==> src/rtl/mult_seq_ctrl.sv <==
// Sequential shift-add unsigned multiplier: one add/shift step per enabled clock,
// WIDTH+1 cycles from an accepted start to a one-cycle done pulse.
module mult_seq_ctrl #(
  parameter int WIDTH = 32
) (
  input  logic               clk_i,
  input  logic               rst_i,
  input  logic               en_i,
  input  logic               start_i,
  input  logic [WIDTH-1:0]   a_i,
  input  logic [WIDTH-1:0]   b_i,
  output logic               busy_o,
  output logic               done_o,
  output logic [2*WIDTH-1:0] product_o
);

  localparam int CNT_W = $clog2(WIDTH + 1);

  typedef enum logic [1:0] {
    IDLE = 2'd0,
    RUN  = 2'd1,
    DONE = 2'd2
  } state_t;

  state_t               state_q, state_d;
  logic [CNT_W-1:0]     cnt_q, cnt_d;
  logic [2*WIDTH-1:0]   acc_q, acc_d;
  logic [WIDTH-1:0]     mcand_q, mcand_d;
  logic [2*WIDTH-1:0]   product_q, product_d;

  // Upper half plus the selected multiplicand, one bit wider to keep the carry.
  logic [WIDTH:0]       sum;
  logic [2*WIDTH-1:0]   acc_shift;

  always_comb begin
    sum       = {1'b0, acc_q[2*WIDTH-1:WIDTH]} + ({1'b0, mcand_q} & {(WIDTH+1){acc_q[0]}});
    acc_shift = {sum, acc_q[WIDTH-1:1]};
  end

  always_comb begin
    // NOTE: every _d gets its hold value first, so no path can infer a latch.
    state_d   = state_q;
    cnt_d     = cnt_q;
    acc_d     = acc_q;
    mcand_d   = mcand_q;
    product_d = product_q;

    if (en_i) begin
      unique case (state_q)
        IDLE: begin
          if (start_i) begin
            state_d = RUN;
            mcand_d = a_i;
            acc_d   = {{WIDTH{1'b0}}, b_i};
            cnt_d   = '0;
          end
        end
        RUN: begin
          acc_d = acc_shift;
          cnt_d = cnt_q + CNT_W'(1);
          if (cnt_q == CNT_W'(WIDTH - 1)) begin
            state_d   = DONE;
            product_d = acc_shift;
          end
        end
        DONE: state_d = IDLE;
        default: state_d = IDLE;
      endcase
    end
  end

  // NOTE: the datapath registers are reset too, so an abandoned run leaves no residue.
  always_ff @(posedge clk_i or posedge rst_i) begin
    if (rst_i) begin
      state_q   <= IDLE;
      cnt_q     <= '0;
      acc_q     <= '0;
      mcand_q   <= '0;
      product_q <= '0;
    end else begin
      // NOTE: non-blocking so every register samples pre-edge values.
      state_q   <= state_d;
      cnt_q     <= cnt_d;
      acc_q     <= acc_d;
      mcand_q   <= mcand_d;
      product_q <= product_d;
    end
  end

  // State-decoded outputs: they hold with en_i low and never see start_i combinationally.
  assign busy_o    = (state_q != IDLE);
  assign done_o    = (state_q == DONE);
  assign product_o = product_q;

endmodule

==> config.mk <==
export PLATFORM = sky130hd
export DESIGN_NAME = mult_seq_ctrl
export DESIGN_NICKNAME = d
export VERILOG_FILES = /design/src/rtl/mult_seq_ctrl.sv
export SDC_FILE = /design/constraint.sdc
export NUM_CORES = 1
export LEC_CHECK = 0
export CAP_MARGIN = 20
export CELL_PAD_IN_SITES_DETAIL_PLACEMENT = 0
export CELL_PAD_IN_SITES_GLOBAL_PLACEMENT = 2
export CORE_ASPECT_RATIO = 0.75
export CORE_MARGIN = 5
export CORE_UTILIZATION = 34
export DETAILED_ROUTE_END_ITERATION = 12
export PLACE_DENSITY_LB_ADDON = 0.08
export SLEW_MARGIN = 20
export SYNTH_ARGS = -nofsm -noshare
export SYNTH_HDL_FRONTEND = slang
export SYNTH_SLANG_ARGS = --single-unit
==> constraint.sdc <==
create_clock -name clk_i -period 7.8 [get_ports clk_i]
set_clock_uncertainty 0.15 [all_clocks]
set_input_delay 1.56 -clock clk_i [delete_from_list [all_inputs] [get_ports clk_i]]
set_output_delay 1.56 -clock clk_i [all_outputs]
set_load 0.005 [all_outputs]
# == Yosys cells after proc, flatten, opt, wreduce, memory -nomap -nowiden ==
# Index checks and enable logic that the tools add are counted.
# totals
wordCells,27
ram_bits,0
in_bits,68
output_inout_bits,66
mem_bits_ro,0
ff_bits,168
latchBits,0
memories,0
# op_classes
n_mul,0
order_cmp,0
reduce_logical,7
addsub,2
div_mod_pow,0
n_eq_ne,5
n_mux,7
bitwise,1
shifts,0
# op_table
op,n
64-bit one-hot mux with 2 select lines,1
64-bit 2-to-1 mux,1
32-bit by 33-bit adder with 33-bit output,1
32-bit by 33-bit bitwise AND with 33-bit output,1
6-bit one-hot mux with 2 select lines,1
3-bit AND reduction,4
6-bit by 1-bit adder with 6-bit output (second input constant),1
6-bit by 5-bit equality test with 1-bit output (second input constant),1
6-bit 2-to-1 mux,1
2-bit 2-to-1 mux,2
2-bit != test (second input constant),2
2-bit one-hot mux with 2 select lines,1
2-bit nonzero test,2
2-bit by 1-bit equality test with 1-bit output (second input constant),1
2-bit equality test (second input constant),1
2-bit zero test,1

# == Longest topological paths before layout ==
# Gate-level depths: netlist of the first run.
# logic_depth
depth_word,3
depth_mapped,11
mapped_depth_nobuf,11

# == Worst setup path before layout of the first run ==
# Ideal clock, no wire load.
# synth_timing
path_type,input to register
start,in en_i
end,reg cnt_q[2]
stages,7
t_required_ps,7518
path_buffers,3
setup_slack_ps,4770
setup_time_ps,132
t_arrival_ps,2748
path_cell_list,inv_1 > nor2_1 > and3_1 > buf_2 > buf_2 > buf_1 > nor2_1
# synth_via
elab_chain_len,1
# synth_rtl
item,line_no,source
start: declaration,8,"input logic en_i,"
3-bit AND reduction (no line),--,
end signal: assignment,83,cnt_q <= cnt_d;
end: declaration,26,"logic [CNT_W-1:0] cnt_q, cnt_d;"
# No other way between the ends.
# A chain may end at the register's enable or synchronous reset.

# == Final worst setup path of the first run ==
# layout_timing
start,in en_i
end,reg mcand_q[29]
# layout_via
elab_chain_len,1
# layout_rtl
item,line_no,source
3-bit AND reduction (no line),--,
end signal: assignment,85,mcand_q <= mcand_d;
end: declaration,28,"logic [WIDTH-1:0] mcand_q, mcand_d;"
# No other way between the ends.

==> results of run 1 <==
[cell usage in the layout, fill, tap and decap left out, types with 3 or more instances in the layout]
cell type,n
clkbuf_16,17
and3_1,6
a21o_1,10
dfrtp_1,167
mux2_2,37
xor2_1,15
nand2_1,232
o211ai_1,7
inv_1,12
a22oi_1,23
nor2_1,29
clkdlybuf4s50_1,133
o21ai_0,50
bufinv_16,4
nand4_1,10
inv_6,4
o21bai_1,4
mux2i_1,15
o21ai_1,10
ha_1,33
buf_4,7
nand2b_1,4
xnor2_1,14
o21a_1,4
a22o_1,16
o311ai_0,3
or2_2,3
nand3_1,8
clkinvlp_4,4
nor3_1,3
a21oi_1,33
a31oi_1,8
and2_1,34
o31ai_1,3
[critical path, delay by kind of cell]
family,cells,cell delay (ns)
buf+inv,3,1.10
mux,1,0.38
simple gates,2,1.06
[state kept, by name, indices dropped and copies added, names as in the netlist]
name and flops:
state_q 2, mcand_q 32, product_o 64, cnt_q 6
acc_q 64
[where the power goes]
part / switching (uW) / leakage, uW / total [uW] / internal, uW
Sequential: 116 / 0.00221 / 1150 / 1030
Clock: 380 / 0.000299 / 927 / 547
Combinational: 475 / 0.00253 / 814 / 339
Total: 971 / 0.00504 / 2890 / 1920
[final cells by class]
| type | instances | area (um2) | share of cell area [%] |
|---|---|---|---|
| clock buffer | 18 | 439.2 | 4.018 |
| inverter | 14 | 58.81 | 0.5381 |
| tap | 338 | 422.9 | 3.870 |
| multi-input combinational | 664 | 4197 | 38.40 |
| timing repair buffer | 141 | 1411 | 12.91 |
| clock inverter | 14 | 195.2 | 1.786 |
| sequential | 168 | 4205 | 38.48 |
[metal layers]
layer  part of all wire, %  vias to the layer above  global-route usage (%)
met5                     0                        -                       0
met4                  0.89                        0                   4.111
met3                   3.0                       14                   3.487
met2                    42                      100                   24.72
met1                    54                     3326                   25.73
li1                      -                     3329                       -
[through the flow]
step | util, % | hold slack, ns | cells
6_report | 43.57 | 0.3203 | 1357
5_1_grt | 43.57 | 0.3494 | 1357
4_1_cts | 43.45 | 0.3295 | 1356
3_5_place_dp | 40.92 | 0.3118 | 1324
3_3_place_gp | 40.92 | 0.3079 | 1324
2_1_floorplan | - | 0.3063 | 896
[final timing paths]
kind,end,slack [ns],cells past startpoint,start
worst min register to register,product_o[24],0.32,2,product_o[24]
min in group asynchronous,mcand_q[14],1.35,2,rst_i
worst max-delay path,mcand_q[29],3.81,6,en_i
worst max register to register,product_o[63],4.22,11,acc_q[0]
worst min-delay path,product_o[24],0.32,2,product_o[24]
max in group asynchronous,product_o[13],4.88,3,rst_i
[cell usage after synthesis (all sizes together), types with 5 or more instances]
library cell and instances:
inv 13, o211ai 8, nand2 233, nand4 10, a21o 11, xor2 15, ha 33, buf 18
a22o 16, xnor2 14, o311ai 5, mux2i 15, dfrtp 168, o21ai 62, and2 37, a21oi 35
clkbuf 30, nand3 8, nor2 32, a31oi 8, and3 8, a22oi 23, mux2 39
[cells by family (layout without fill, tap and decap cells)]
kind of cell	Yosys count	after routing
buffers and inverters	64	187
DFF	168	168
xor gates and xnor gates	29	29
muxes	54	54
adders and majority gates	34	34
AOI/OAI and AO/OA	198	198
and+or+nand+nor	349	349
==> impl_metrics.env, run 1 <==
export IMPL_status="complete, no violations"
export IMPL_nets=1108
export IMPL_post_dp_hpwl_um=17010
export IMPL_vias_per_cell=4.988
export IMPL_htree_levels=4
export IMPL_die_h_um=148.5
export IMPL_place_area_um2=10270
export IMPL_vdd_ir_drop_max_uv=153.5
export IMPL_synth_simple_area_share_pct=17.85
export IMPL_worstMarginPinSlew_ns=0.9338
export IMPL_grt_overflow_total=0
export IMPL_synth_seq_cells=168
export IMPL_start_kind="input pin"
export IMPL_fin_area_um2=10930
export IMPL_yosysTopAreaCell="dfrtp_1"
export IMPL_nFillCells=2480
export IMPL_post_cts_setup_buffers=0
export IMPL_holdBufCountCts=0
export IMPL_slowest_stage="and3_2"
export IMPL_syn_nets=998
export IMPL_syn_inst=896
export IMPL_grt_pass1_wl_um=38920
export IMPL_cts_resized=0
export IMPL_rows=50
export IMPL_finalSetupViolCount=0
export IMPL_fmax_ghz=0.2505
export IMPL_crit_path_cell_trace="clkdlybuf4s50_1, inv_1, nor2_1, and3_2, buf_4, mux2_2"
export IMPL_hold_viol_final=0
export IMPL_timing_final_crit_period_ns=3.992
export IMPL_synth_area_um2=8693
export IMPL_synthArstFlopShare_pct=100.0
export IMPL_vias=6769
export IMPL_p_leak_uw=0.005041
export IMPL_totalWireLength_um=24120
export IMPL_drive_above_1_share_pct=10.60
export IMPL_clock_path_buffers=2
export IMPL_clk_pin_slew_ns=0.07
export IMPL_wl_per_cell_um=17.78
export IMPL_worst_path_largest_cell_delay_ns=0.76
export IMPL_drc=0
export IMPL_initial_core_util_pct=34.65
export IMPL_synth_fa_ha_area_share_pct=4.980
export IMPL_fp_coreArea_um2=25090
export IMPL_cts_sinks=168
export IMPL_grt_pass1_vias=6784
export IMPL_die_w_um=194.6
export IMPL_port_buffers=133
export IMPL_cp_end_kind="flop"
export IMPL_synthTopCellsByArea="dfrtp_1 (48%), nand2_1 (10%), mux2_2 (4.8%)"
export IMPL_hold_class="flop to flop"
export IMPL_insertion_delay_ns=0.43
export IMPL_tritoncts="yes"
export IMPL_crit_arrival_ns=4.16
export IMPL_ys_seq_area_share_pct=48.36
export IMPL_ant_nets=0
export IMPL_grt_total_usage_pct=16.95
export IMPL_dieArea_um2=28900
export IMPL_muxShareOfSynthArea_pct=6.865
export IMPL_synth_top_family_by_area="simple AND/OR/NAND/NOR gates"
export IMPL_synth_main_ff_cell="dfrtp_1"
export IMPL_crit_fanout=31
export IMPL_synth_warning_count=0
export IMPL_required_ns=7.97
export IMPL_io_pins=134
export IMPL_antenna_found_initial=0
export IMPL_grt_start_max_net_pins=74
export IMPL_period_share_pct=51.19
export IMPL_maxSlewViolCount=0
export IMPL_drtIter0Drc=389
export IMPL_rsz0062_at_grt="false"
export IMPL_pre_cts_ws_ns=3.329
export IMPL_setup_tns_final_ns=0
export IMPL_synth_xor_area_share_pct=2.922
export IMPL_drt_first_pass_iters=4
export IMPL_fin_total_pwr_uw=2886
export IMPL_path_class="input pin to flop"
export IMPL_area_growth_pct=25.72
export IMPL_gp_congestion=0.7739
export IMPL_ys_types=74
export IMPL_cap_violations=0
export IMPL_diodes=0
export IMPL_relSlewSlack_pct=37.75
export IMPL_cts_buffers=17
export IMPL_synth_compound_area_share_pct=15.41
export IMPL_timing_final_ws_setup_ns=3.808
export IMPL_p_per_area_nw_per_um2=264.1
export IMPL_synth_edf_count=0
export IMPL_cts_root_buffer="clkbuf_16"
export IMPL_avgSynthCellArea_um2=9.702
export IMPL_synth_top_area_share_pct=48.36
Note: power is estimated with default switching activity, not from simulation.
==> inputs of run 2 (changes only) <==
==> constraint.sdc (replaced) <==
create_clock -name clk_i -period 4.1 [get_ports clk_i]
set_clock_uncertainty 0.15 [all_clocks]
set_input_delay 0.82 -clock clk_i [delete_from_list [all_inputs] [get_ports clk_i]]
set_output_delay 0.82 -clock clk_i [all_outputs]
set_load 0.005 [all_outputs]
==> impl_metrics.env, run 2 (synthesized netlist as in run 1, its figures left out) <==
export IMPL_holdBufCountCts=0
export IMPL_p_int_uw=3465
export IMPL_fmax_ghz=0.3179
export IMPL_post_dp_hpwl_um=17640
export IMPL_drt_first_pass_iters=4
export IMPL_antenna_found_initial=0
export IMPL_finalSetupViolCount=0
export IMPL_power_switching_uw=1869
export IMPL_final_seq_area_um2=4204
export IMPL_vias=6733
export IMPL_vias_per_cell=4.929
export IMPL_cp_end_kind="flop"
export IMPL_fp_coreArea_um2=25090
export IMPL_initial_core_util_pct=34.65
export IMPL_final_util_pct=43.73
export IMPL_relSlewSlack_pct=32.14
export IMPL_htree_levels=4
export IMPL_ff2ff_setup_slack_ns=0.95
export IMPL_holdWs_ns=0.3220
export IMPL_clock_power_share_pct=29.7
export IMPL_clock_path_buffers=2
export IMPL_grt_pass1_wl_um=39150
export IMPL_grt_start_max_net_pins=52
export IMPL_ant_nets=0
export IMPL_final_cell_mix="nand2_1 (232), dfrtp_1 (168), clkdlybuf4s50_1 (133), o21ai_0 (50), mux2_2 (37)"
export IMPL_final_common_cell="nand2_1"
export IMPL_drtIter0Drc=348
export IMPL_grt_overflow_total=0
export IMPL_status="complete, no violations"
export IMPL_insertion_delay_ns=0.44
export IMPL_p_per_area_nw_per_um2=486.2
export IMPL_rows=50
export IMPL_hold_viol_final=0
export IMPL_worstMarginPinSlew_ns=1.014
export IMPL_cts_sinks=168
export IMPL_multi_input_area_um2=4197
export IMPL_dieArea_um2=28900
export IMPL_pwr_share_seq_pct=40.6
export IMPL_tritoncts="yes"
export IMPL_rr_endpoint="product_o[62]"
export IMPL_critPathCapture="product_o[62]"
export IMPL_post_cts_setup_buffers=0
export IMPL_timing_final_crit_period_ns=3.145
export IMPL_grt_total_usage_pct=17.00
export IMPL_die_w_um=194.6
export IMPL_p_leak_uw=0.005075
export IMPL_setup_tns_final_ns=0
export IMPL_area_growth_pct=26.18
export IMPL_dp_cells=1334
export IMPL_hold_class="flop to flop"
export IMPL_start_kind="flop"
export IMPL_switching_share_pct=35.04
export IMPL_period_share_pct=76.71
export IMPL_gp_congestion=0.8175
export IMPL_reg2reg_from="acc_q[0]"
export IMPL_nFillCells=2475
export IMPL_required_ns=4.29
export IMPL_worstSetupStartpoint="acc_q[0]"
export IMPL_power_frac_comb_pct=29.7
export IMPL_nets=1117
export IMPL_maxSlewViolCount=0
export IMPL_cts_root_buffer="clkbuf_16"
export IMPL_cts_resized=0
export IMPL_vdd_ir_drop_max_uv=307.8
export IMPL_io_pins=134
export IMPL_wl_per_cell_um=17.82
export IMPL_cap_violations=0
export IMPL_crit_fanout=19
export IMPL_crit_arrival_ns=3.33
export IMPL_instances_no_fill=1366
export IMPL_drive_above_1_share_pct=11.28
export IMPL_cts_buffers=17
export IMPL_die_h_um=148.5
export IMPL_port_buffers=133
export IMPL_rsz0062_at_grt="false"
export IMPL_clk_pin_slew_ns=0.07
export IMPL_drc=0
export IMPL_r2r_cells=10
export IMPL_diodes=0
export IMPL_path_class="flop to flop"
export IMPL_totalWireLength_um=24340
export IMPL_grt_pass1_vias=6838
## run 2: cell types whose count changed in the layout (fill, tap and decap cells not counted), moves of 2 or more
cell	before	now
buf_12	0	5
bufinv_16	4	1
buf_4	7	12
inv_6	4	6
## run 2: cell type report
type / instances / area share (%)
repair buffers: 150 / 13.87
multi-input cells: 664 / 38.26
inverters: 14 / 0.5247
clock buffers: 17 / 3.878
flip-flops and latches: 168 / 38.33
clock inverters: 15 / 1.289
well taps: 338 / 3.855
## run 2: metal layers
metal	global-route usage [%]	vias to the layer above	share of wire (%)
li1	-	3348	-
met1	26.07	3272	53
met2	24.53	100	42
met3	3.623	13	3.6
met4	3.795	0	0.90
met5	0	-	0
## run 2: power groups by stage
| stage | Combinational, uW | Clock [uW] | Sequential [uW] |
|---|---|---|---|
| finish | 1580 | 1580 | 2160 |
| CTS | 1600 | 1650 | 2170 |
| floorplan | 1230 | 0 | 2120 |
| global placement | 1600 | 0 | 2190 |
| global route | 1770 | 1690 | 2210 |
| detailed placement | 1590 | 0 | 2190 |
## run 2: critical path, stage by stage, from the launching register on
cell	delay, ns
dfrtp_1	0.40
buf_4	0.22
and2_1	0.18
ha_1	0.45
nand4_1	0.22
nor2_1	0.29
nand3_1	0.20
clkinvlp_2	0.17
a41oi_4	0.16
or4_1	0.50
o311ai_1	0.09
## run 2: worst min path at each step
stage | startpoint | end | slack (ns) | cells after the start
6_report | product_o[37] | product_o[37] | 0.32 | 2
5_1_grt | product_o[24] | product_o[24] | 0.34 | 2
4_1_cts | product_o[37] | product_o[37] | 0.33 | 2
3_5_place_dp | product_o[5] | product_o[5] | 0.31 | 2
3_3_place_gp | product_o[8] | product_o[8] | 0.31 | 2
2_1_floorplan | acc_q[32] | acc_q[32] | 0.31 | 2
## run 2: per-stage QoR
step	power (uW)	area, um2	setup WS, ns
2_1_floorplan	3349	8697	0.9893
3_3_place_gp	3797	10400	0.9160
3_5_place_dp	3778	10400	0.8894
4_1_cts	5407	10970	0.9772
5_1_grt	5672	10970	0.8041
6_report	5334	10970	0.9548
==> inputs of run 3 (changes only) <==
==> constraint.sdc (replaced) <==
create_clock -name clk_i -period 3.3 [get_ports clk_i]
set_clock_uncertainty 0.15 [all_clocks]
set_input_delay 0.66 -clock clk_i [delete_from_list [all_inputs] [get_ports clk_i]]
set_output_delay 0.66 -clock clk_i [all_outputs]
set_load 0.005 [all_outputs]
==> impl_metrics.env, run 3 (synthesized netlist as in run 1, its figures left out) <==
export IMPL_grt_total_usage_pct=17.15
export IMPL_crit_path_cell_trace="buf_4, and2_1, ha_1, nand3_1, nor4b_2, a211oi_2, a21oi_4, a41oi_4, or4_1, o311ai_1"
export IMPL_insertion_delay_ns=0.43
export IMPL_p_leak_uw=0.005147
export IMPL_grt_start_max_net_pins=71
export IMPL_clk_pin_slew_ns=0.07
export IMPL_slowest_stage="or4_1"
export IMPL_worstMarginPinSlew_ns=0.8263
export IMPL_path_buf_inv=1
export IMPL_antenna_found_initial=0
export IMPL_area_growth_pct=27.86
export IMPL_grt_pass1_vias=6874
export IMPL_grt_overflow_total=0
export IMPL_hold_viol_final=0
export IMPL_io_pins=134
export IMPL_required_ns=3.48
export IMPL_cts_root_buffer="clkbuf_16"
export IMPL_wl_per_cell_um=17.65
export IMPL_crit_family="simple AND/OR/NAND/NOR gates"
export IMPL_finalSetupViolCount=0
export IMPL_vdd_ir_drop_max_uv=373.3
export IMPL_path_class="flop to flop"
export IMPL_post_cts_setup_buffers=0
export IMPL_vias=6716
export IMPL_drive_above_1_share_pct=11.99
export IMPL_period_share_pct=93.17
export IMPL_holdBufCountCts=0
export IMPL_tritoncts="yes"
export IMPL_initial_core_util_pct=34.65
export IMPL_vias_per_cell=4.895
export IMPL_grt_pass1_wl_um=39760
export IMPL_cp_end_kind="flop"
export IMPL_ff2ff_setup_slack_ns=0.23
export IMPL_die_h_um=148.5
export IMPL_relSlewSlack_pct=44.71
export IMPL_drt_first_pass_iters=6
export IMPL_cap_violations=0
export IMPL_hold_class="flop to flop"
export IMPL_final_common_cell="nand2_1"
export IMPL_post_dp_hpwl_um=17240
export IMPL_cts_sinks=168
export IMPL_fmax_ghz=0.3253
export IMPL_nets=1123
export IMPL_crit_arrival_ns=3.26
export IMPL_fp_coreArea_um2=25090
export IMPL_status="complete, no violations"
export IMPL_fin_area_um2=11120
export IMPL_drc=0
export IMPL_htree_levels=4
export IMPL_place_area_um2=10490
export IMPL_dieArea_um2=28900
export IMPL_worst_path_largest_cell_delay_ns=0.51
export IMPL_diodes=0
export IMPL_rsz0062_at_grt="false"
export IMPL_maxSlewViolCount=0
export IMPL_cts_buffers=17
export IMPL_clock_path_buffers=2
export IMPL_totalWireLength_um=24220
export IMPL_start_kind="flop"
export IMPL_gp_congestion=0.7846
export IMPL_final_cell_mix="nand2_1 (232), dfrtp_1 (168), clkdlybuf4s50_1 (133), o21ai_0 (49), mux2_2 (37)"
export IMPL_crit_fanout=18
export IMPL_ant_nets=0
export IMPL_drtIter0Drc=346
export IMPL_setup_tns_final_ns=0
export IMPL_nFillCells=2486
export IMPL_timing_final_crit_period_ns=3.075
export IMPL_port_buffers=133
export IMPL_die_w_um=194.6
export IMPL_rows=50
export IMPL_p_per_area_nw_per_um2=611.8
[run 3: cell types whose count changed in the layout (fill, tap and decap cells not counted), sizes merged]
cell and delta:
buf +6, clkinvlp -1, clkinv +2, clkbuf +2
inv -5, bufinv +2
[run 3: power by group]
| group | internal (uW) | leakage [uW] | switching (uW) |
|---|---|---|---|
| logic | 825 | 0.00263 | 1140 |
| registers | 2430 | 0.00221 | 261 |
| clock network | 1240 | 0.000307 | 900 |
[run 3: per-layer routing]
layer  part of all wire [%]  global-route usage (%)  vias up
li1                       -                       -     3351
met1                     53                   26.41     3226
met2                     42                   24.88      125
met3                    3.8                   3.555       14
met4                   0.71                   3.408        0
met5                      0                       0        -
[run 3: path summary, 6_finish.rpt]
check                                    from            end  cells past startpoint
worst max-delay path                 acc_q[0]  product_o[62]                     10
max in group asynchronous               rst_i  product_o[12]                      3
min in group asynchronous               rst_i  product_o[43]                      2
worst min register to register  product_o[25]  product_o[25]                      2
worst min-delay path            product_o[25]  product_o[25]                      2
worst max register to register       acc_q[0]  product_o[62]                     10
[run 3: tightest hold or removal path: cells and delay by family, from the launching register on]
| kind | cells | cell delay (ns) |
|---|---|---|
| AND/OR/NAND/NOR | 2 | 0.10 |
| flip-flops | 1 | 0.34 |
[run 3: final cells by class]
class,instances,area [um2],share of cell area [%]
inverters,14,57.56,0.5178
clock inverters,13,170.2,1.531
clock buffers,19,452.9,4.075
multi-input cells,664,4204,37.82
repair buffers,156,1604,14.43
flip-flops and latches,168,4204,37.82
well taps,338,422.9,3.805
[run 3: what timing repair did]
| action | 4_1_cts | 5_1_grt |
|---|---|---|
| endpoints found under the setup margin | 0 | 3 |
| gates resized for setup | 0 | 3 |
| hold endpoints to repair | 0 | 0 |
[run 3: metrics by stage]
stage	worst slack, ns	hold slack, ns	power [uW]	std cells	utilization, %
floorplan	0.3493	0.3063	4160	896	-
CTS	0.1932	0.3293	6896	1372	44.28
finish	0.2255	0.3210	6800	1372	44.31
global placement	0.2546	0.3096	4714	1340	41.80
detailed placement	0.2193	0.3122	4703	1340	41.80
global route	0.02368	0.3419	7269	1372	44.31
